===== config.mk =====
export PLATFORM = sky130hd
export DESIGN_NAME = pattern_capture
export DESIGN_NICKNAME = d
export VERILOG_FILES = /design/src/rtl/pattern_capture.sv
export SDC_FILE = /design/constraint.sdc
export NUM_CORES = 1
export LEC_CHECK = 0
export ABC_AREA = 1
export BUFFER_PORTS_ARGS = -buffer_cell sky130_fd_sc_hd__buf_2
export CORE_ASPECT_RATIO = 0.75
export CORE_UTILIZATION = 52
export CTS_BUF_LIST = sky130_fd_sc_hd__clkbuf_4 sky130_fd_sc_hd__clkbuf_8 sky130_fd_sc_hd__clkbuf_16
export DETAILED_ROUTE_END_ITERATION = 7
export GPL_TIMING_DRIVEN = 0
export PLACE_DENSITY = 0.69
export SETUP_SLACK_MARGIN = 0.4
export SLEW_MARGIN = 20
export SYNTH_ARGS = -nofsm -noshare
export SYNTH_HDL_FRONTEND = slang
export SYNTH_SLANG_ARGS = --single-unit

===== constraint.sdc =====
create_clock -name clk -period 11.3 [get_ports clk]
set_clock_uncertainty 0.2 [all_clocks]
set_input_delay 2.825 -clock clk [delete_from_list [all_inputs] [get_ports clk]]
set_output_delay 2.825 -clock clk [all_outputs]
set_load 0.005 [all_outputs]

===== src/rtl/pattern_capture.sv =====
// pattern_capture: records {timestamp, bin, dec, hex} whenever the monitored
// fields change while capture is enabled, buffering records in a
// first-word-fall-through FIFO with drop counting on overflow.
module pattern_capture #(
  parameter int DEPTH = 8,
  parameter int TS_W  = 32
) (
  input  logic            clk,
  input  logic            rst_n,
  input  logic            en,
  input  logic [3:0]      bin_in,
  input  logic [31:0]     dec_in,
  input  logic [31:0]     hex_in,
  output logic            rec_valid,
  input  logic            rec_ready,
  output logic [TS_W-1:0] rec_time,
  output logic [3:0]      rec_bin,
  output logic [31:0]     rec_dec,
  output logic [31:0]     rec_hex,
  output logic [15:0]     overflow_cnt,
  output logic            ts_wrap
);

  localparam int AW = $clog2(DEPTH);
  localparam logic [AW:0] FULL_CNT = (AW+1)'(DEPTH);

  typedef enum logic {IDLE, RUN} state_t;

  state_t             state;
  logic [TS_W-1:0]    time_cnt;
  logic [67:0]        prev;
  logic [TS_W+67:0]   mem [DEPTH];
  logic [AW-1:0]      wr_ptr;
  logic [AW-1:0]      rd_ptr;
  logic [AW:0]        count;

  logic [67:0]        cur;
  logic [TS_W-1:0]    push_ts;
  logic               push;
  logic               pop;
  logic               empty;
  logic               full;
  logic               wr_en;
  logic               drop;

  assign cur = {bin_in, dec_in, hex_in};

  // Decide whether this edge produces a record and whether the FIFO accepts it.
  // The first enabled edge of a window always records (timestamp 0); later
  // edges record only on a change. A full FIFO still accepts when popping.
  always_comb begin
    push    = en && ((state == IDLE) || (cur != prev));
    push_ts = (state == IDLE) ? '0 : time_cnt;
    empty   = (count == '0);
    full    = (count == FULL_CNT);
    pop     = !empty && rec_ready;
    wr_en   = push && (!full || pop);
    drop    = push && full && !pop;
  end

  // Capture controller: arms on en, tracks previous sample and timestamp.
  always_ff @(posedge clk or negedge rst_n) begin
    if (!rst_n) begin
      state    <= IDLE;
      time_cnt <= '0;
      prev     <= '0;
      ts_wrap  <= 1'b0;
    end else begin
      case (state)
        IDLE: begin
          if (en) begin
            prev     <= cur;
            time_cnt <= TS_W'(1);
            state    <= RUN;
          end
        end
        RUN: begin
          if (en) begin
            prev     <= cur;
            time_cnt <= time_cnt + TS_W'(1);
            if (&time_cnt) ts_wrap <= 1'b1;
          end else begin
            state <= IDLE;
          end
        end
        default: state <= IDLE;
      endcase
    end
  end

  // FIFO pointers, occupancy and saturating drop counter.
  always_ff @(posedge clk or negedge rst_n) begin
    if (!rst_n) begin
      wr_ptr       <= '0;
      rd_ptr       <= '0;
      count        <= '0;
      overflow_cnt <= '0;
    end else begin
      if (wr_en) wr_ptr <= wr_ptr + 1'b1;
      if (pop)   rd_ptr <= rd_ptr + 1'b1;
      case ({wr_en, pop})
        2'b10:   count <= count + 1'b1;
        2'b01:   count <= count - 1'b1;
        default: count <= count;
      endcase
      if (drop && (overflow_cnt != 16'hFFFF)) overflow_cnt <= overflow_cnt + 16'd1;
    end
  end

  // Record storage; contents are qualified by occupancy so need no reset.
  always_ff @(posedge clk) begin
    if (wr_en) mem[wr_ptr] <= {push_ts, cur};
  end

  assign rec_valid = !empty;
  assign {rec_time, rec_bin, rec_dec, rec_hex} = mem[rd_ptr];

endmodule


# Yosys cells after proc, flatten, opt, wreduce, memory -nomap -nowiden
# Memories as Yosys holds them, arrays and structs flattened.
# Cells that the tools add are included.
[totals]
register_bits = 128
ramBits = 800
word_cells = 47
n_memories = 1
[mem_list]
columns = ["memory", "words", "width", "rd", "rd_ports_with_merged_regs", "write_ports", "line_no", "text"]
rows = [
  ["mem", 8, 100, 1, 0, 1, "32", "logic [TS_W+67:0] mem [DEPTH];"],
]
[op_classes]
add_sub_neg = 6
n_eq_ne = 7
mux = 9
n_bitwise = 1
reduce_logical = 15
[op_table]
columns = ["op", "count"]
rows = [
  ["$mux W32", 3],
  ["$mux W68", 1],
  ["$ne A68 B68 Y1", 1],
  ["$pmux W32 S2", 1],
  ["$reduce_and A34 Y1", 1],
  ["$add A32 B1 Y32 const B", 1],
  ["$add A16 B1 Y16 const B", 1],
  ["$ne A16 B16 Y1 const B", 1],
  ["$pmux W4 S2", 1],
  ["$add A3 B1 Y3 const B", 2],
  ["$logic_and A1 B1 Y1", 6],
  ["$add A4 B1 Y4 const B", 1],
  ["$eq A4 B4 Y1 const B", 1],
  ["$logic_not A4 Y1", 1],
  ["$ne A2 B2 Y1 const B", 2],
  ["$sub A4 B1 Y4 const B", 1],
  ["$logic_not A1 Y1", 3],
  ["$mux W1", 3],
  ["$eq A2 B1 Y1 const B", 1],
  ["$eq A2 B2 Y1 const B", 1],
  ["$logic_or A1 B1 Y1", 2],
  ["$reduce_and A2 Y1", 1],
  ["$reduce_bool A2 Y1", 1],
  ["$not A1 Y1", 1],
]

# Longest topological paths before layout
[logic_depth]
depth_word = 7
depth_mapped = 21
depth_no_buf = 21

# Worst setup path after synthesis
# No wires, ideal clock.
[synth_timing]
path_type = "input port to flip-flop"
start = "input hex_in[29]"
end = "memory mem[0][0] in the netlist's numbering (enable)"
setup_time_ps = 560
arrival_time_ps = 7922
slack_ps = 2618
cell_stages = 11
path_buffers = 0
path_cell_list = "o21ai_0 > nor2_1 > nand2_1 > nor2_1 > nand2_1 > nor2_1 > nand2_1 > nand2_2 > nor2_1 > nand2_1 > nor2_1"
[synth_between]
elab_chain_cells = 6
[synth_lines]
columns = ["item", "line_no", "text"]
rows = [
  ["start: declaration", "13", "input logic [31:0] hex_in,"],
  ["$ne A68 B68 Y1", "52", "push = en && ((state == IDLE) || (cur != prev));"],
  ["$logic_or A1 B1 Y1", "52", ""],
  ["$logic_and A1 B1 Y1", "52", ""],
  ["$logic_and A1 B1 Y1", "57", "wr_en = push && (!full || pop);"],
  ["$mux W1", "112", "if (wr_en) mem[wr_ptr] <= {push_ts, cur};"],
  ["$mux W1 (implied by the code)", "112", ""],
  ["end: declaration", "32", ""],
]
# No other way between the ends.

# Worst setup path after layout
[layout_timing]
start = "register rd_ptr[0]"
end = "output rec_hex[30]"
[layout_between]
elab_chain_cells = 1
[layout_lines]
columns = ["item", "line_no", "text"]
rows = [
  ["start: declaration", "34", "logic [AW-1:0] rd_ptr;"],
  ["start signal: assignment", "100", "if (pop) rd_ptr <= rd_ptr + 1'b1;"],
  ["$mem_v2 Z8 W100", "-", ""],
  ["end: declaration", "19", "output logic [31:0] rec_hex,"],
]
# No other way between the ends.

==> run summary <==
status -> completed
CP startpoint -> rd_ptr[0]$_DFFE_PN0P_
count of input and output buffers -> 189
Routed Antenna Nets -> 0
CP dominant cell by count -> buf_2
first-pass iteration count of the detailed router -> 6
Rel. slew slack -> 0.168
cts repair resizes -> 0
Finished Cell Area -> 43700 sq um
CTS tree -> yes
Critical Path Start Type -> flop
ys async rst share -> 0.138
Max VDD drop -> 153 uV
commonest non-fill, non-tap cell in the layout -> edfxtp_1
drt total wl -> 101000 um
drt drc -> 0
PwrDens -> 253 nW/um^2
clock latency on the worst-skew pair -> 660 ps
worst slew pin tran -> 1250 ps
overall power -> 11.0 mW
Critical Path Sink -> rec_hex[30]
r2r endpoint -> mem[6][57]$_DFFE_PP_
Placer Congestion -> 0.882
hold violation count in the final report -> 0
Final min period -> 7210 ps
crit-path max FO -> 10
cells after synthesis -> 3256
Syn Area/Cell -> 11.6 sq um
Max-Cap Viols -> 0
largest net degree at the start of global routing -> 70
slowest cell delay on critical path -> 970 ps
io pins -> 190
Final Util -> 0.609
routed len/inst -> 22.0 um
mapped cell area -> 37700 sq um
fraction of layout cells with a size suffix above 1 -> 0.123
Initial Utilization -> 0.525
vias post-DR -> 26.2k
Final Setup Violations -> 0
CTS HTree Levels -> 3
Yosys Warn Count -> 0
placed cell area -> 40900 sq um
Die Y-Extent -> 235 um
R2R Setup Slk -> 7550 ps
drt via density -> 5.68
first-pass GRT wire length -> 152000 um
Syn Nets -> 3335
P_sw -> 4.01 mW
CP required -> 8280 ps
cts-stage hold buffer count -> 0
Hold WC Path Type -> reg -> reg
CTS Buf Count -> 86
EDFF count, synth -> 800
setup_tns -> 0 ps
leakage power -> 16.0 nW
Main synth FF type -> edfxtp_1
Clk pin slew, worst setup/hold paths -> 60 ps
critical path's slowest cell -> clkbuf_1
Synth cell types -> 38
logic gate share of total power -> 0.344
Arr. time, crit path -> 4190 ps
FP Rows -> 85
unrepaired setup endpoints after global routing -> false
Core Area -> 71800 sq um
DIE AREA -> 73600 sq um
Pint -> 7.03 mW
layout overhead on the synthesized area -> 16.0%
GRT Total Usage -> 0.275
Synth Register Bits -> 928
DP HPWL -> 65900 um
WS Path Type -> reg -> out
clk root buf -> clkbuf_16
antenna violations before repair -> 11
pins over their slew limit -> 0
Reg2Reg Depth -> 14
Tcrit/Tclk final -> 0.638
vias in the first global route -> 25.0k
sequential area share after synthesis -> 0.722
Post-CTS Setup Repair Bufs -> 0
Max Root-Sink Buffers -> 3
sequential fraction of design power -> 0.391
CP Cell Sequence -> buf_2, clkbuf_1, buf_2, nor2_1, nor2_1, o21ai_0, a31oi_1, buf_2
total grt overflow -> 0
NumNets Final -> 3652
Crit. End Element -> output pin
Iteration-0 DRC Markers -> 3264
Hold Path Origin -> prev[22]$_DFFE_PN0P_
most frequent cells in the layout -> 800 x edfxtp_1, 764 x nor2_1, 486 x o21ai_0, 357 x nand2_1, 218 x buf_2
RR Startpoint -> state$_DFF_PN0_
Clock Sinks -> 928
Clock power frac -> 0.265
Max Fclk -> 139 MHz
switching share of power -> 0.363
Die W -> 313 um
-- synthesized netlist by cell type, types with 3 or more instances --
cell type,count,area share
a21oi_1,13,0.0017
a31oi_1,101,0.017
buf_1,12,0.0012
buf_2,30,0.0040
clkbuf_1,138,0.014
dfrtp_1,128,0.085
edfxtp_1,800,0.64
ha_1,6,0.0020
inv_1,155,0.015
inv_2,5,0.00050
nand2_1,357,0.036
nand2_2,4,0.00066
nand3_1,31,0.0041
nand4_1,10,0.0017
nor2_1,772,0.077
nor2_2,3,0.00050
nor2_4,3,0.00090
nor3_1,17,0.0023
nor3_2,3,0.00080
o21ai_0,486,0.065
o21ai_1,9,0.0012
o22ai_1,107,0.018
xnor2_1,15,0.0035
xor2_1,32,0.0074
-- power groups by stage --
| stage | sequential, mW | clock (mW) | combinational, mW |
|---|---|---|---|
| 2_1_floorplan | 4.44 | 0 | 2.01 |
| 3_3_place_gp | 4.52 | 0 | 3.54 |
| 3_5_place_dp | 4.39 | 0 | 3.76 |
| 4_1_cts | 4.32 | 2.95 | 3.79 |
| 5_1_grt | 4.36 | 3.07 | 4.13 |
| 6_report | 4.32 | 2.92 | 3.80 |
-- worst max-delay path: cells and delay by family, from the launching register on --
family / cells / cell delay [ps]
buffers and inverters: 4 / 2120
AOI/OAI and AO/OA: 2 / 640
and+or+nand+nor: 2 / 180
DFF: 1 / 580
-- logic make-up after synthesis --
kind of cell | share of synthesized area
AO/OA/AOI/OAI | 0.104
XOR/XNOR | 0.0109
adder cells (fa/ha/maj) | 0.00252
buffers and inverters | 0.0351
flip-flops | 0.722
AND/OR/NAND/NOR | 0.125
-- routing by layer --
metal / wire, um / vias to the layer above / GRT usage
met1: 44000 / 12660 / 0.412
met2: 44700 / 1275 / 0.411
met5: 70 / - / 0
li1: - / 12064 / -
met3: 9840 / 173 / 0.0523
met4: 2560 / 12 / 0.0789
-- final cells by class --
| cell class | count | area, sq um |
|---|---|---|
| Antenna cell | 8 | 20.0 |
| Buffer | 181 | 731 |
| Clock buffer | 119 | 2460 |
| Clock inverter | 40 | 367 |
| Fill cell | 5595 | 28100 |
| Inverter | 160 | 601 |
| Multi-Input combinational cell | 1987 | 9210 |
| Sequential cell | 928 | 27200 |
| Tap cell | 957 | 1200 |
| Timing Repair Buffer | 229 | 1910 |
-- stage by stage --
stage	hold slack (ps)	setup WS [ps]	instances
6_report	293	4090	4609
3_3_place_gp	273	-1990	4402
2_1_floorplan	261	2620	3256
3_5_place_dp	278	4970	4442
4_1_cts	293	4270	4601
5_1_grt	313	4150	4602
-- worst min path at each step --
stage                           end  slack (ps)  cells past startpoint
2_1_floorplan  prev[22]$_DFFE_PN0P_         260                      2
3_3_place_gp   prev[64]$_DFFE_PN0P_         270                      2
3_5_place_dp   prev[30]$_DFFE_PN0P_         280                      2
4_1_cts        prev[22]$_DFFE_PN0P_         290                      2
5_1_grt        prev[52]$_DFFE_PN0P_         310                      2
6_report       prev[22]$_DFFE_PN0P_         290                      2
-- sequential cells by signal, indices dropped and copies added, names as in the netlist, 3 cells and up --
name and count:
overflow_cnt 16, prev 68, mem 800, count 4
wr_ptr 3, rd_ptr 3, time_cnt 32
No activity file was read; power rests on OpenSTA's default activity.
